`src/rtl/alu_pkg.sv`:
```
// Shared types for the pipelined ALU: opcode encoding and result flag bundle.
// Codes 0-3 match the original 2-bit opcode enum.
package alu_pkg;

    typedef enum bit [2:0] {
        OpAdd = 3'd0,
        OpSub = 3'd1,
        OpMul = 3'd2,
        OpXor = 3'd3,
        OpAnd = 3'd4,
        OpOr  = 3'd5,
        OpShl = 3'd6,
        OpShr = 3'd7
    } alu_op_e;

    typedef struct packed {
        logic zero;
        logic carry;
        logic ovf;
    } alu_flags_t;

endpackage

```
`src/rtl/alu_core.sv`:
```
// Combinational ALU datapath: maps (a, b, op) to a 2*WIDTH result and status flags.
module alu_core
    import alu_pkg::*;
#(
    parameter int unsigned WIDTH = 8
) (
    input  logic [WIDTH-1:0]   i_a,
    input  logic [WIDTH-1:0]   i_b,
    input  alu_op_e            i_op,
    output logic [2*WIDTH-1:0] o_result,
    output alu_flags_t         o_flags
);

    localparam int unsigned SHW = $clog2(WIDTH);

    logic [WIDTH:0]   w_sum;
    logic [WIDTH:0]   w_diff;
    logic [SHW-1:0]   w_sh;
    logic             w_legal;

    always_comb begin
        w_sum    = {1'b0, i_a} + {1'b0, i_b};
        w_diff   = {1'b0, i_a} - {1'b0, i_b};
        w_sh     = i_b[SHW-1:0];
        w_legal  = 1'b1;
        o_result = '0;
        o_flags  = '0;
        case (i_op)
            OpAdd: begin
                o_result      = {{(WIDTH-1){1'b0}}, w_sum};
                o_flags.carry = w_sum[WIDTH];
                o_flags.ovf   = (i_a[WIDTH-1] == i_b[WIDTH-1]) &&
                                (w_sum[WIDTH-1] != i_a[WIDTH-1]);
            end
            OpSub: begin
                // Top bit of the widened difference is the borrow, i.e. a < b.
                o_result      = {{WIDTH{1'b0}}, w_diff[WIDTH-1:0]};
                o_flags.carry = w_diff[WIDTH];
                o_flags.ovf   = (i_a[WIDTH-1] != i_b[WIDTH-1]) &&
                                (w_diff[WIDTH-1] != i_a[WIDTH-1]);
            end
            OpMul: o_result = {{WIDTH{1'b0}}, i_a} * {{WIDTH{1'b0}}, i_b};
            OpXor: o_result = {{WIDTH{1'b0}}, i_a ^ i_b};
            OpAnd: o_result = {{WIDTH{1'b0}}, i_a & i_b};
            OpOr:  o_result = {{WIDTH{1'b0}}, i_a | i_b};
            OpShl: o_result = {{WIDTH{1'b0}}, i_a} << w_sh;
            OpShr: o_result = {{WIDTH{1'b0}}, i_a >> w_sh};
            default: w_legal = 1'b0;
        endcase
        o_flags.zero = w_legal && (o_result == '0);
    end

endmodule

```
`src/rtl/alu_pipe.sv`:
```
// Two-stage pipelined ALU with valid/ready handshakes, delivery counter and sticky overflow.
module alu_pipe
    import alu_pkg::*;
#(
    parameter int unsigned WIDTH = 8,
    parameter int unsigned CNT_W = 16
) (
    input  logic               clk,
    input  logic               rst,
    input  logic               in_valid,
    output logic               in_ready,
    input  logic [WIDTH-1:0]   a,
    input  logic [WIDTH-1:0]   b,
    input  alu_op_e            op,
    output logic               out_valid,
    input  logic               out_ready,
    output logic [2*WIDTH-1:0] result,
    output logic               flag_zero,
    output logic               flag_carry,
    output logic               flag_ovf,
    output logic               ovf_sticky,
    input  logic               ovf_clr,
    output logic [CNT_W-1:0]   txn_count
);

    logic               r_s1_valid;
    logic [WIDTH-1:0]   r_s1_a;
    logic [WIDTH-1:0]   r_s1_b;
    alu_op_e            r_s1_op;
    logic               r_s2_valid;
    logic [2*WIDTH-1:0] r_s2_result;
    alu_flags_t         r_s2_flags;
    logic               r_ovf_sticky;
    logic [CNT_W-1:0]   r_txn_count;

    logic               w_adv1;
    logic               w_adv2;
    logic               w_deliver;
    logic [2*WIDTH-1:0] w_result;
    alu_flags_t         w_flags;

    assign w_adv2    = !r_s2_valid || out_ready;
    assign w_adv1    = !r_s1_valid || w_adv2;
    assign w_deliver = r_s2_valid && out_ready;

    alu_core #(
        .WIDTH (WIDTH)
    ) u_core (
        .i_a      (r_s1_a),
        .i_b      (r_s1_b),
        .i_op     (r_s1_op),
        .o_result (w_result),
        .o_flags  (w_flags)
    );

    always_ff @(posedge clk) begin
        if (rst) begin
            r_s1_valid <= 1'b0;
            r_s1_a     <= '0;
            r_s1_b     <= '0;
            r_s1_op    <= OpAdd;
        end else if (w_adv1) begin
            r_s1_valid <= in_valid;
            if (in_valid) begin
                r_s1_a  <= a;
                r_s1_b  <= b;
                r_s1_op <= op;
            end
        end
    end

    always_ff @(posedge clk) begin
        if (rst) begin
            r_s2_valid  <= 1'b0;
            r_s2_result <= '0;
            r_s2_flags  <= '0;
        end else if (w_adv2) begin
            r_s2_valid <= r_s1_valid;
            if (r_s1_valid) begin
                r_s2_result <= w_result;
                r_s2_flags  <= w_flags;
            end
        end
    end

    // A setting delivery takes priority over a coincident clear.
    always_ff @(posedge clk) begin
        if (rst) begin
            r_ovf_sticky <= 1'b0;
            r_txn_count  <= '0;
        end else begin
            if (w_deliver && r_s2_flags.ovf) begin
                r_ovf_sticky <= 1'b1;
            end else if (ovf_clr) begin
                r_ovf_sticky <= 1'b0;
            end
            if (w_deliver) begin
                r_txn_count <= r_txn_count + 1'b1;
            end
        end
    end

    assign in_ready   = w_adv1;
    assign out_valid  = r_s2_valid;
    assign result     = r_s2_result;
    assign flag_zero  = r_s2_flags.zero;
    assign flag_carry = r_s2_flags.carry;
    assign flag_ovf   = r_s2_flags.ovf;
    assign ovf_sticky = r_ovf_sticky;
    assign txn_count  = r_txn_count;

endmodule
```
`config.mk`:
```
export PLATFORM = sky130hd
export DESIGN_NAME = alu_pipe
export DESIGN_NICKNAME = d
export VERILOG_FILES = /design/src/rtl/alu_pkg.sv /design/src/rtl/alu_core.sv /design/src/rtl/alu_pipe.sv
export SDC_FILE = /design/constraint.sdc
export NUM_CORES = 1
export LEC_CHECK = 0
export CAP_MARGIN = 5
export CORE_ASPECT_RATIO = 0.75
export CORE_MARGIN = 2
export CORE_UTILIZATION = 59
export CTS_CLUSTER_SIZE = 12
export DETAILED_ROUTE_END_ITERATION = 6
export PLACE_DENSITY_LB_ADDON = 0.1
export SYNTH_ARGS = -nofsm -noshare
export SYNTH_HDL_FRONTEND = slang
export SYNTH_HIERARCHICAL = 1
export SYNTH_SLANG_ARGS = --single-unit
```
`constraint.sdc`:
```
create_clock -name clk -period 6.4 [get_ports clk]
set_input_delay 0.96 -clock clk [delete_from_list [all_inputs] [get_ports clk]]
set_output_delay 0.96 -clock clk [all_outputs]
set_load 0.02 [all_outputs]
```
==> impl_metrics.yaml <==
hold_path:
  worstHoldPathCells: 2
  hold_class: "flip-flop to flip-flop"
yosys:
  syn-num-nets: 898
  synth_ff_type: "dfxtp_1"
  syn_area_um2: 6130
  synth.most_common_cell: "nand2_1"
  synth_seq_area_share_pct: 18.6
  yosys.area.top_type: "dfxtp_1"
  synthTopCellsByArea: "dfxtp_1, ha_1, fa_1, nand2_1, nor2_1"
  postSynthAreaPerCell_um2: 7.92
  yosysWarningCount: 6
  async_flop_share_pct: 0
  yosysUniqueCellTypes: 77
  ys_ff_latch: 57
  netlist_top_cells_count: "nand2_1, nor2_1, inv_1"
  synth.top_cell.area_share_pct: 18.6
  synth_edf_count: 0
  synthCells: 774
floorplanning:
  io_pins: 62
  start_util_pct: 60.0
  die_h_um: 92.3
  die-area_um2: 11200
  num_rows: 32
  fp.coreArea_um2: 10200
  die_w_um: 122
grt:
  grt_pass1_wl_um: 29300
  grt_pass1_vias: 5625
  grt_max_degree: 61
  antenna_found_initial: 0
  grt.overflow.total: 0
  grt_usage_pct: 34.2
detailed_routing:
  vias: 5745
  drt_iter0_drc: 470
  ant_nets: 0
  vias_per_cell: 6.00
  drt_wl_total_um: 18500
  first_pass_iters: 5
  routedWlPerCell_um: 19.3
  route.detailed.drc: 0
final_layout:
  fill_cells: 869
  drive_gt1_share_pct: 4.75
  area_growth_pct: 15.2
  nNetsFinal: 941
  antenna_cells: 0
sta:
  hold_ws_ns: 0.457
  max_slew_margin_pct: 25.3
  max_freq_ghz: 0.173
  worst_pin_slew_ns: 1.12
  finalCritPeriodShare_pct: 90.5
  finClkSkew_ns: 0.00843
  drv_slew: 0
  rsz0062_at_grt: "false"
  tns_ns: 0
  setup_viol: 0
  min_period_ns: 5.79
  hold_viol_final: 0
worst_setup_path:
  path_buf_inv: 3
  path_depth: 19
  critPathCaptureType: "flip-flop"
  crit_type: "flip-flop to flip-flop"
  worstPathRequired_ns: 6.64
  crit_path_cell_trace: "clkinv_1 -> nor2_1 -> fa_1 -> fa_1 -> fa_1 -> inv_1 -> fa_1 -> inv_1 -> ha_1 -> nor2_1 -> nor2_1 -> a31oi_1 -> xor2_1 -> o221ai_1 -> nand4b_1 -> or4_1 -> nor4_2 -> nand2_1 -> a21oi_1"
  cp_common_cell: "fa_1"
  crit_path_max_fanout: 15
  critPathMaxStageDelay_ns: 0.61
  arrival_ns: 6.03
  crit_slowest_cell: "dfxtp_1"
  start_kind: "flip-flop"
  crit_family: "adder cells"
  ff2ff_path_depth: 19
place:
  hpwl_um: 14400
  portBuffers: 61
  gp_congestion: 1.00
power_and_ir_drop:
  peakVddDrop_mv: 0.159
  switching_power_mw: 0.359
  leakage_nw: 2.95
  power.share.clock_pct: 41.3
  p_int_mw: 0.799
  netSwitchingFraction_pct: 31.0
  p_per_area_nw_per_um2: 164
  p_comb_share_pct: 25.4
  seq_power_share_pct: 33.3
clocking:
  cts_max_level: 3
  cts_num_sinks: 57
  ctsResizeCount: 0
  cts_root_buffer: "clkbuf_16"
  cts_tree: "done"
  cts_hold_buffers: 0
  cts.reportedPaths.clkPinSlew_ns: 0.05
  clkLatencyLatePin_ns: 0.33
  cts_buffer_depth: 2
  cts_buffers: 9
  post_cts_buffers: 0
status:
  outcome: "completed"
run:
  drv_cap: 0
final timing paths:
check,from,endpoint,slack (ns)
max,r_s1_b[2]$_SDFFE_PP0P_,flag_zero$_SDFFE_PP0P_,0.61
min,result[8]$_SDFFE_PP0P_,result[8]$_SDFFE_PP0P_,0.46
max reg2reg,r_s1_b[2]$_SDFFE_PP0P_,flag_zero$_SDFFE_PP0P_,0.61
min reg2reg,result[8]$_SDFFE_PP0P_,result[8]$_SDFFE_PP0P_,0.46
power by group through the flow:
stage          sequential, mW  combinational, mW  clock, mW
6_report                0.385              0.294      0.478
5_1_grt                 0.387              0.318      0.502
4_1_cts                 0.385              0.285      0.485
3_5_place_dp            0.392              0.283          0
3_3_place_gp            0.391              0.279          0
2_1_floorplan           0.390              0.198          0
registers in the layout, indices dropped and copies added, names as in the netlist:
signal,count
txn_count,16
r_s1_op,3
out_valid,1
ovf_sticky,1
flag_carry,1
r_s1_valid,1
r_s1_b,8
flag_zero,1
r_s1_a,8
result,16
flag_ovf,1
placed cells by master, fill, tap and decap left out, types with 3 or more instances in the layout:
cell / instances
a211oi_1: 14
a21o_1: 7
a21oi_1: 66
a31oi_1: 3
buf_4: 6
clkbuf_16: 9
clkdlybuf4s50_1: 60
clkinv_1: 4
dfxtp_1: 57
fa_1: 38
ha_1: 62
inv_1: 76
mux2_2: 4
mux2i_1: 9
mux4_1: 5
nand2_1: 115
nand2b_1: 9
nand3_1: 12
nand3b_1: 3
nand4_1: 4
nand4b_1: 3
nor2_1: 90
nor2b_1: 17
nor3_1: 11
nor4_1: 5
o211ai_1: 3
o21a_1: 4
o21ai_0: 18
o21bai_1: 5
o221ai_1: 3
o22ai_1: 5
o31ai_1: 4
or3_1: 5
xnor2_1: 22
xor2_1: 4
final cells by class:
class	instances	area, um2	share of cell area (%)
Inverter	80	300	4.25
Timing Repair Buffer	68	656	9.29
Sequential cell	57	1140	16.2
Tap cell	136	170	2.41
Clock buffer	12	256	3.63
Multi-Input combinational cell	601	4500	63.7
Clock inverter	3	40.0	0.567
kinds of logic after synthesis:
kind of cell	after synthesis	synth area share [%]
AND/OR/NAND/NOR	293	21.9
AO/OA/AOI/OAI	160	17.2
buffers and inverters	116	7.98
adder cells (fa/ha/maj)	100	25.1
flip-flops	57	18.6
XOR/XNOR	26	3.72
multiplexers	22	5.45
per-stage QoR:
| step | utilization [%] | area, um2 | power, mW | instances | setup WS [ns] |
|---|---|---|---|---|---|
| finish | 69.2 | 7060 | 1.16 | 957 | 0.608 |
| global route | 69.2 | 7060 | 1.21 | 957 | 0.351 |
| CTS | 69.1 | 7060 | 1.16 | 956 | 0.719 |
| detailed placement | 66.2 | 6760 | 0.675 | 941 | 0.738 |
| global placement | 66.2 | 6760 | 0.670 | 941 | 0.893 |
| floorplan | - | 6130 | 0.587 | 774 | 1.28 |
per-layer routing:
metal / routed length, um / global-route usage, %
met4: 401 / 10.2
met2: 8200 / 52.1
met3: 1790 / 10.7
met5: 0 / 0
met1: 8080 / 46.6
tightest hold or removal path, delay by kind of cell, from the launching register on:
family,cells,cell delay (ns)
AND/OR/NAND/NOR,1,0.05
AO/OA/AOI/OAI,1,0.05
flip-flops,1,0.30
No activity file was read; power rests on OpenSTA's default activity.
